===== src/rtl/regalu_seq_ctrl.sv =====
// Sequencer for the register-file / operand-latch / ALU / result-latch datapath.
// Commands queue in a small FIFO and are walked through RR, EX and WB with one-cycle phase enables.
//
// state | meaning
// IDLE  | waiting for a queued command
// RR    | operand latches load (rr_en)
// EX    | result latch loads (f_en), ALU flags captured
// WB    | register-file write (Reg_Write), command retires (done)
module regalu_seq_ctrl #(
  parameter int DEPTH = 4,
  parameter int CNT_W = 16
) (
  input  logic             clk,
  input  logic             rst,
  input  logic             cmd_valid,
  output logic             cmd_ready,
  input  logic [4:0]       cmd_rs1,
  input  logic [4:0]       cmd_rs2,
  input  logic [4:0]       cmd_rd,
  input  logic [3:0]       cmd_op,
  input  logic             cmd_we,
  output logic [4:0]       R_Addr_A,
  output logic [4:0]       R_Addr_B,
  output logic [4:0]       W_Addr,
  output logic [3:0]       ALU_OP,
  output logic             Reg_Write,
  output logic             rr_en,
  output logic             f_en,
  output logic             wb_en,
  input  logic [3:0]       flags_in,
  output logic [3:0]       flags_out,
  output logic             done,
  output logic             busy,
  output logic [CNT_W-1:0] op_count
);

  localparam int AW = (DEPTH > 1) ? $clog2(DEPTH) : 1;
  localparam logic [AW:0] FULL_CNT = (AW+1)'(DEPTH);

  typedef enum logic [1:0] {IDLE, RR, EX, WB} state_t;

  typedef struct packed {
    logic [4:0] rs1;
    logic [4:0] rs2;
    logic [4:0] rd;
    logic [3:0] op;
    logic       we;
  } cmd_t;

  state_t          state, state_nxt;
  cmd_t            fifo_mem [DEPTH];
  cmd_t            cmd_q;
  logic [AW-1:0]   wr_ptr, rd_ptr;
  logic [AW:0]     count;
  logic            push, pop;

  // Ready is derived from the registered count only, so a same-cycle pop never frees a slot early.
  assign cmd_ready = !rst && (count != FULL_CNT);
  assign push      = cmd_valid && cmd_ready;
  assign busy      = (state != IDLE) || (count != '0);

  assign R_Addr_A = cmd_q.rs1;
  assign R_Addr_B = cmd_q.rs2;
  assign W_Addr   = cmd_q.rd;
  assign ALU_OP   = cmd_q.op;

  always_ff @(posedge clk) begin
    if (push) fifo_mem[wr_ptr] <= '{cmd_rs1, cmd_rs2, cmd_rd, cmd_op, cmd_we};
  end

  always_ff @(posedge clk) begin
    if (rst) begin
      wr_ptr <= '0;
      rd_ptr <= '0;
      count  <= '0;
    end else begin
      if (push) wr_ptr <= wr_ptr + AW'(1);
      if (pop)  rd_ptr <= rd_ptr + AW'(1);
      case ({push, pop})
        2'b10:   count <= count + (AW+1)'(1);
        2'b01:   count <= count - (AW+1)'(1);
        default: count <= count;
      endcase
    end
  end

  always_ff @(posedge clk) begin
    if (rst) begin
      state     <= IDLE;
      cmd_q     <= '0;
      flags_out <= '0;
      op_count  <= '0;
    end else begin
      state <= state_nxt;
      if (pop)          cmd_q     <= fifo_mem[rd_ptr];
      if (state == EX)  flags_out <= flags_in;
      if (state == WB)  op_count  <= op_count + CNT_W'(1);
    end
  end

  always_comb begin
    state_nxt = state;
    pop       = 1'b0;
    rr_en     = 1'b0;
    f_en      = 1'b0;
    wb_en     = 1'b0;
    done      = 1'b0;
    Reg_Write = 1'b0;
    case (state)
      IDLE: begin
        if (count != '0) begin
          pop       = 1'b1;
          state_nxt = RR;
        end
      end
      RR: begin
        rr_en     = 1'b1;
        state_nxt = EX;
      end
      EX: begin
        f_en      = 1'b1;
        state_nxt = WB;
      end
      WB: begin
        wb_en     = 1'b1;
        done      = 1'b1;
        // x0 is hardwired to zero, so writes to it are dropped here
        Reg_Write = cmd_q.we && (cmd_q.rd != 5'd0);
        if (count != '0) begin
          pop       = 1'b1;
          state_nxt = RR;
        end else begin
          state_nxt = IDLE;
        end
      end
      default: state_nxt = IDLE;
    endcase
  end

endmodule


===== config.mk =====
export PLATFORM = sky130hd
export DESIGN_NAME = regalu_seq_ctrl
export DESIGN_NICKNAME = d
export VERILOG_FILES = /design/src/rtl/regalu_seq_ctrl.sv
export SDC_FILE = /design/constraint.sdc
export NUM_CORES = 1
export LEC_CHECK = 0
export CORE_MARGIN = 1
export CORE_UTILIZATION = 34
export DETAILED_ROUTE_END_ITERATION = 16
export GPL_TIMING_DRIVEN = 0
export PLACE_DENSITY = 0.51
export SLEW_MARGIN = 10
export SYNTH_ARGS = -nofsm -noshare
export SYNTH_HDL_FRONTEND = slang
export SYNTH_SLANG_ARGS = --single-unit
export TNS_END_PERCENT = 10

===== constraint.sdc =====
create_clock -name clk -period 3.5 [get_ports clk]
set_clock_uncertainty 0.1 [all_clocks]
set_input_delay 0.35 -clock clk [delete_from_list [all_inputs] [get_ports clk]]
set_output_delay 0.35 -clock clk [all_outputs]
set_load 0.03 [all_outputs]

==> qor.csv <==
stage;metric;value;unit
sta;rsz0062_at_grt;false;
sta;hold_ws;384.1;ps
grt;grt_pass1_vias;3066;
clocking;cts.htree.levels;4;
placement;gp_congestion;0.7329;
flow_run;drv_cap;0;
sta;finalCritPeriodShare;0.8469;
clocking;cts_sinks;129;
synth;synth_common_cells;edfxtp_1, dfxtp_1, buf_4;
worst_hold_path;hold_class;flop to flop;
sta;finalHoldViolations;0;
clocking;clock_latency;410;ps
clocking;cts_made_buffers;17;
die;num_rows;44;
critical_path;worst_ep_required_time;3050;ps
route;drc;0;
placement;placed_area;0.006163;mm^2
synth;syn_inst;341;
critical_path;crit_buf_inv;5;
critical_path;slowest_stage;clkdlybuf4s50_1;
die;coreArea;0.01475;mm^2
synth;synth-seq-area-share;0.6491;
sta;setup_viol;0;
route;wl_per_cell;16.47;um
synth;yosysTopAreaCell;edfxtp_1;
synth;async_flop_share;0;
route;routed_wirelength;10390;um
critical_path;crit_family;buffers and inverters;
synth;synth_seq_cells;129;
placement;dpl.cell_count;597;
route;route.vias.total;3041;
critical_path;critPathArrivalTime;2510;ps
synth;synth_top_area_frac;0.4609;
sta;finalMaxSlewViolations;0;
sta;worstMarginPinSlew;1178;ps
grt;grt_start_max_net_pins;21;
clocking;cts.repair.resized;0;
critical_path;cp.depth;6;
die;dieWidth;125.8;um
clocking;post-cts-setup-buffers;0;
clocking;clk_pin_slew;60;ps
critical_path;critPathKind;input port to output port;
grt;grt_pass1_wl;16700;um
sta;relSlewSlack;0.2145;
clocking;clk_path_buf_depth;2;
outcome;outcome;finished clean;
critical_path;path_cells;clkdlybuf4s50_1 > buf_2 > buf_2 > buf_1 > nor2_1 > clkdlybuf4s50_1;
cells_and_area;final_util;0.4601;
grt;gr-usage-all-layers;0.1428;
synth;ys_types;43;
clocking;clockRootBuffer;clkbuf_16;
synth;avgSynthCellArea;15.29;um^2
cells_and_area;drive_gt1_frac;0.2103;
synth;synth_edf_count;80;
clocking;cts_hold_buffers;0;
grt;overflow;0;
placement;io_buffers;72;
clocking;tritoncts;done;
route;antenna_left;0;
die;die_h;125.8;um
critical_path;worst_r2r_path_depth;9;
route;via_per_inst;4.819;
synth;yosys_warnings;0;
pwr;power.density;791.1;mW/mm^2
synth;yosys.cell_count.top_type;edfxtp_1;
critical_path;cp-start-kind;input port;
placement;dp_hpwl;6558;um
synth;synth_area;0.005212;mm^2
route;drtIter0Drc;178;
critical_path;slowest_delay;620;ps
grt;grt_antenna_before_repair;0;
die;start_util;0.3533;
sta;finalSetupTns;0;ps
critical_path;end_kind;output port;
synth;synthesis.nets;380;
route;drtPass1Iterations;4;
die;fp.dieArea;0.01583;mm^2
cells_and_area;area_growth_syn_to_layout;30.24;%
cells_and_area;nets;473;
sta;min_period;2964;ps
synth;synthTopCellsByArea;edfxtp_1, dfxtp_1, mux4_2, a22o_1, buf_4;
cells_and_area;design_area;0.006789;mm^2
synth;synth_ff_type;edfxtp_1;
cells_and_area;finalNonFillerCells;631;
critical_path;cp_max_fo;10;
cells_and_area;nFillCells;1320;
sta;fmax;337.4;MHz
pwr;ir_drop;0.4296;mV
worst_hold_path;holdPathStages;1;
cells_and_area;antenna_cells;0;
pwr;p_leak;0.002360;uW
die;io_pins;73;
through the flow:
| stage | total power [uW] | worst slack (ps) |
|---|---|---|
| after floorplan | 3123 | 1233 |
| after global placement | 3634 | 464.4 |
| after detailed placement | 3651 | 464.9 |
| after CTS | 5444 | 473.0 |
| after global routing | 5652 | 392.0 |
| final | 5371 | 535.9 |
cell usage in the layout, fill, tap and decap left out, types with 6 or more instances in the layout:
cell and count:
or3_1 6, o21ai_0 6, mux2i_1 6, clkbuf_16 17, mux2_2 6, a22o_1 20, buf_4 22, nor2_1 21
clkdlybuf4s50_1 72, a21oi_1 10, inv_1 11, ha_1 11, dfxtp_1 49, nand2_1 6, nand4_1 7, edfxtp_1 80
mux4_2 20
worst reg2reg max path, stage by stage, from the launching register on:
cell     delay [ps]
dfxtp_1         390
inv_1           100
ha_1            370
nor2_1          190
ha_1            200
inv_1            60
fa_1            370
xor2_1          170
or3_1           300
a21oi_1         130
flip-flops by register name, indices dropped and copies added, names as in the netlist:
register / cells
fifo_mem: 80
op_count: 16
R_Addr_A: 5
R_Addr_B: 5
W_Addr: 5
ALU_OP: 4
flags_out: 4
count: 3
rd_ptr: 2
state: 2
wr_ptr: 2
cmd_q: 1
per-layer routing:
| layer | vias to the layer above | global-route usage | share of wire |
|---|---|---|---|
| li1 | 1475 | - | - |
| met2 | 74 | 0.2232 | 0.48 |
| met1 | 1481 | 0.1836 | 0.47 |
| met5 | - | 0 | 0 |
| met3 | 11 | 0.04163 | 0.039 |
| met4 | 0 | 0.06591 | 0.011 |
where the power goes:
part           leakage, uW  switching (uW)  internal [uW]
clock             0.000285             647           1120
sequential         0.00113             124           1840
combinational     0.000950             853            791
final timing paths:
check                         startpoint                      to  slack [ps]
setup / recovery                     rst               cmd_ready         540
hold / removal    ALU_OP[3]$_SDFFE_PP0P_  ALU_OP[3]$_SDFFE_PP0P_         380
setup reg to reg   state[1]$_SDFFE_PP0P_   count[2]$_SDFFE_PP0P_        1060
hold reg to reg   ALU_OP[3]$_SDFFE_PP0P_  ALU_OP[3]$_SDFFE_PP0P_         380
cells by family after synthesis:
logic type / after synthesis / synth area share
buffers and inverters: 47 / 0.05737
flip-flops: 129 / 0.6491
AO/OA/AOI/OAI: 45 / 0.06361
multiplexers: 32 / 0.1109
XOR/XNOR: 6 / 0.01008
AND/OR/NAND/NOR: 70 / 0.07873
adder cells (fa/ha/maj): 12 / 0.03024
layout make-up:
cell class,instances,area [um^2],area share
inverters,11,41.29,0.006082
clock inverters,13,162.7,0.02396
multi-input cells,165,1530,0.2254
well taps,184,230.2,0.03391
repair buffers,74,750.7,0.1106
clock buffers,19,432.9,0.06377
plain buffers,36,257.7,0.03797
flip-flops and latches,129,3383,0.4983
No activity file was read; power rests on OpenSTA's default activity.
